`config.mk`:
```
export PLATFORM = sky130hd
export DESIGN_NAME = mul_sequencer
export DESIGN_NICKNAME = d
export VERILOG_FILES = /design/src/rtl/mul_sequencer.sv
export SDC_FILE = /design/constraint.sdc
export NUM_CORES = 1
export LEC_CHECK = 0
export BUFFER_PORTS_ARGS = -buffer_cell sky130_fd_sc_hd__buf_4
export CAP_MARGIN = 10
export CORE_MARGIN = 3
export CORE_UTILIZATION = 51
export CTS_BUF_LIST = sky130_fd_sc_hd__clkbuf_2
export DETAILED_ROUTE_END_ITERATION = 6
export GPL_ROUTABILITY_DRIVEN = 0
export PLACE_DENSITY = 0.87
export SYNTH_ARGS = -nofsm -noshare
export SYNTH_HDL_FRONTEND = slang
export SYNTH_SLANG_ARGS = --single-unit
```
`constraint.sdc`:
```
create_clock -name clk -period 4.2 [get_ports clk]
set_input_delay 0.21 -clock clk [delete_from_list [all_inputs] [get_ports clk]]
set_output_delay 0.21 -clock clk [all_outputs]
set_load 0.01 [all_outputs]
```
`src/rtl/mul_sequencer.sv`:
```
// mul_sequencer: drives operands and clear to a fixed-latency multiplier and captures its 64-bit product.
module mul_sequencer #(
  parameter int LATENCY = 32
) (
  input  logic        clk,
  input  logic        reset,
  input  logic        start,
  input  logic [31:0] op_a_in,
  input  logic [31:0] op_b_in,
  input  logic [63:0] product_in,
  output logic [31:0] multiplicand_out,
  output logic [31:0] multiplier_out,
  output logic        mul_clear_n,
  output logic        busy,
  output logic        done,
  output logic [31:0] hi_out,
  output logic [31:0] lo_out
);
  typedef enum logic [2:0] {IDLE, LOAD, RUN, CAPTURE, DONE} state_t;
  localparam logic [7:0] CNT_INIT = 8'(LATENCY - 1);
  state_t state;
  logic [7:0] cnt;
  // Outputs are registered from the next state, so each one lines up with the state it describes.
  always_ff @(posedge clk or negedge reset)
    if (!reset) begin
      state <= IDLE;
      cnt <= '0;
      busy <= 1'b0;
      done <= 1'b0;
      mul_clear_n <= 1'b0;
      multiplicand_out <= '0;
      multiplier_out <= '0;
      hi_out <= '0;
      lo_out <= '0;
    end else begin
      mul_clear_n <= 1'b1;
      done <= 1'b0;
      case (state)
        IDLE: if (start) begin
          state <= LOAD;
          multiplicand_out <= op_a_in;
          multiplier_out <= op_b_in;
          mul_clear_n <= 1'b0;
          busy <= 1'b1;
        end
        LOAD: begin
          state <= RUN;
          cnt <= CNT_INIT;
        end
        RUN: if (cnt == 8'd0) state <= CAPTURE;
             else cnt <= cnt - 8'd1;
        CAPTURE: begin
          state <= DONE;
          hi_out <= product_in[63:32];
          lo_out <= product_in[31:0];
          done <= 1'b1;
        end
        default: begin
          state <= IDLE;
          busy <= 1'b0;
        end
      endcase
    end
endmodule

```
==> flow_summary_export.csv <==
group,metric,value,unit
critical_path,crit_fanout,65,
power_and_ir_drop,p_leak,4.23,nW
critical_path,crit_chain,"nor2b_1, nor3b_2, buf_4, mux2_2",
power_and_ir_drop,powerDensity,672,nW/um^2
critical_path,cp.arrival,2730,ps
clock_tree,numClockSinks,142,
clock_tree,worstSkewPairLatency,710,ps
timing,fmax,462,MHz
run_status,status,"complete, no violations",
timing,clock_skew,42.6,ps
synth,ys_warn_count,0,
synth,syn-cell-area,5430,sq um
synth,synth_seq_cells,142,
drt,dr.pass1.iters,5,
timing,worstMarginPinSlew,974,ps
timing,tns,0,ps
timing,rsz0062_at_grt,"false",
clock_tree,root_buffer,"clkbuf_2",
layout,areaGrowthSynthToFinish,66.5,%
synth,synthDistinctLibCells,27,
clock_tree,htreeDepth,4,
floorplan,chipHeight,109,um
timing,fin_crit_sh,0.515,
floorplan,start_util,0.526,
synth,yosysSeqAreaShare,0.655,
critical_path,crit_family,"buffers and inverters",
layout,layout.nets,870,
drt,avgViaCountPerCell,5.15,
clock_tree,cts_tree,"built",
synth,syn_avg_cell_area,16.0,sq um
timing,whs,199,ps
critical_path,end_kind,"flip-flop",
layout,num-fill-cells,435,
global_routing,track_usage,0.320,
timing,setup_violations,0,
global_routing,grt_overflow,0,
clock_tree,post-cts-setup-buffers,0,
placed_design,place_hpwl,10.2,mm
floorplan,io_pins,262,
critical_path,regToRegSetupSlack,2040,ps
critical_path,r2r-start,"state[1]",
critical_path,reg2reg_to,"multiplicand_out[23]",
clock_tree,ctsResizeCount,0,
global_routing,grt_pass1_wl,27.8,mm
floorplan,coreArea,10300,sq um
floorplan,die-area,11900,sq um
floorplan,core.rowCount,37,
clock_tree,cts_made_buffers,17,
critical_path,crit_path_top_delay_cell,"buf_4",
job,maxCapViolations,0,
layout,drive_above_1_share,0.574,
drt,drtAntennaViolNets,0,
drt,post_drt_wl_per_cell,21.1,um
timing,period_minus_slack,2160,ps
clock_tree,clockBufferDepth,2,
critical_path,critPathBufInv,1,
drt,drtIter0Drc,295,
critical_path,critical_path.max_stage_delay,660,ps
timing,hold_viol_final,0,
global_routing,grt_pass1_vias,5038,
synth,synth_fp_nets,471,
critical_path,critPathRequiredTime,4770,ps
drt,drcViolationCount,0,
drt,route.vias.total,4576,
global_routing,grt_max_degree,110,
drt,routed_wl,18.8,mm
min_path,hold_class,"primary input to asynchronous set/reset pin",
critical_path,critical_path_class,"flip-flop to flip-flop",
timing,maxSlewHeadroom,0.351,
timing,slew_violations,0,
placed_design,port_buffers,261,
power_and_ir_drop,peakVddDrop,416,uV
global_routing,antenna_found_initial,1,
critical_path,reg2regPathDepth,4,
floorplan,die_x,109,um
synth,netlist_instances,339,
clock_tree,cts.reportedPaths.clkPinSlew,210,ps
critical_path,start_kind,"flip-flop",
clock_tree,cts_hold_buf,130,
==> stage by stage <==
step | utilization | power, mW | setup slack, ps | instances | area (sq um)
final | 0.875 | 6.07 | 2040 | 888 | 9030
after global routing | 0.875 | 6.39 | 1910 | 888 | 9030
after CTS | 0.875 | 5.87 | 2100 | 887 | 9030
after detailed placement | 0.728 | 5.07 | 2130 | 725 | 7520
after global placement | 0.728 | 4.92 | 2220 | 725 | 7520
after floorplan | - | 3.66 | 2470 | 339 | 5430
==> synth_stat cells (all sizes together) <==
| cell | instances | share of area |
|---|---|---|
| a211oi | 1 | 0.0014 |
| ha | 1 | 0.0023 |
| nor3b | 6 | 0.0083 |
| nand3 | 1 | 0.00092 |
| o31ai | 1 | 0.0014 |
| nor2 | 5 | 0.0035 |
| nor2b | 1 | 0.0012 |
| nand2b | 1 | 0.0012 |
| or4 | 3 | 0.0041 |
| nor4b | 1 | 0.0016 |
| nor4 | 2 | 0.0023 |
| or4b | 1 | 0.0025 |
| mux2i | 5 | 0.0092 |
| a211o | 1 | 0.0016 |
| o21ai | 1 | 0.00092 |
| or3 | 2 | 0.0023 |
| a2111oi | 1 | 0.0016 |
| buf | 15 | 0.015 |
| dfrtp | 142 | 0.65 |
| a31oi | 1 | 0.0012 |
| a21oi | 3 | 0.0028 |
| inv | 6 | 0.0041 |
| nand2 | 4 | 0.0028 |
| mux2 | 128 | 0.27 |
| nor3 | 3 | 0.0028 |
| or3b | 3 | 0.0048 |
==> worst max path at each step <==
stage	start	to	slack, ps	cells after the start
after floorplan	state[2]	cnt[5]	2470	4
after global placement	state[1]	multiplicand_out[16]	2220	4
after detailed placement	state[1]	multiplicand_out[14]	2130	4
after CTS	state[1]	multiplicand_out[1]	2100	4
after global routing	state[1]	multiplicand_out[23]	1910	4
final	state[1]	multiplicand_out[23]	2040	4
==> kinds of logic after synthesis <==
group	count (synthesis)	synth area share
flops	142	0.655
buf+inv	21	0.0191
mux	133	0.275
simple gates	33	0.0383
compound gates	9	0.0108
fa+ha+maj	1	0.00230
==> worst register-to-register path, stage by stage, from the launching register on <==
cell	delay, ps
dfrtp_1	490
nor2b_1	210
nor3b_2	220
buf_4	660
mux2_2	470
==> cell usage in the layout, fill, tap and decap left out, drive strengths merged <==
master | netlist | final
a2111oi | 1 | 1
a211o | 1 | 1
a211oi | 1 | 1
a21oi | 3 | 3
a31oi | 1 | 1
buf | 15 | 265
bufinv | 0 | 1
clkbuf | 0 | 19
clkinv | 0 | 4
clkinvlp | 0 | 6
dfrtp | 142 | 142
diode | 0 | 1
dlygate4sd3 | 0 | 130
ha | 1 | 1
inv | 6 | 8
mux2 | 128 | 128
mux2i | 5 | 5
nand2 | 4 | 4
nand2b | 1 | 1
nand3 | 1 | 1
nor2 | 5 | 5
nor2b | 1 | 1
nor3 | 3 | 3
nor3b | 6 | 6
nor4 | 2 | 2
nor4b | 1 | 1
o21ai | 1 | 1
o31ai | 1 | 1
or3 | 2 | 2
or3b | 3 | 3
or4 | 3 | 3
or4b | 1 | 1
==> area by class of cell <==
cell class                      count  area, sq um  area share
Tap cell                          136          170      0.0188
Sequential cell                   142         3550       0.393
Clock buffer                       19         95.1      0.0105
Clock inverter                     13          116      0.0129
Inverter                            6         22.5     0.00249
Timing Repair Buffer              395         3290       0.365
Multi-Input combinational cell    176         1780       0.197
Antenna cell                        1         2.50    0.000277
==> flip-flops by register name (all words and copies together) (netlist names) <==
register,cells
multiplicand_out,32
multiplier_out,32
state,3
mul_clear_n,1
lo_out,32
hi_out,32
cnt,8
busy,1
done,1
==> power breakdown <==
group | switching, mW | internal [mW] | leakage [nW] | total (mW)
logic | 1.20 | 1.61 | 2.43 | 2.81
registers | 0.490 | 2.03 | 1.68 | 2.52
clock network | 0.526 | 0.217 | 0.119 | 0.743
==> layer usage <==
| metal | global-route usage | wire [um] | part of all wire |
|---|---|---|---|
| met1 | 0.356 | 6760 | 0.36 |
| met2 | 0.552 | 9780 | 0.52 |
| met3 | 0.108 | 1580 | 0.084 |
| met4 | 0.150 | 650 | 0.035 |
| met5 | 0 | 0 | 0 |
Note: power is estimated with default switching activity, not from simulation.
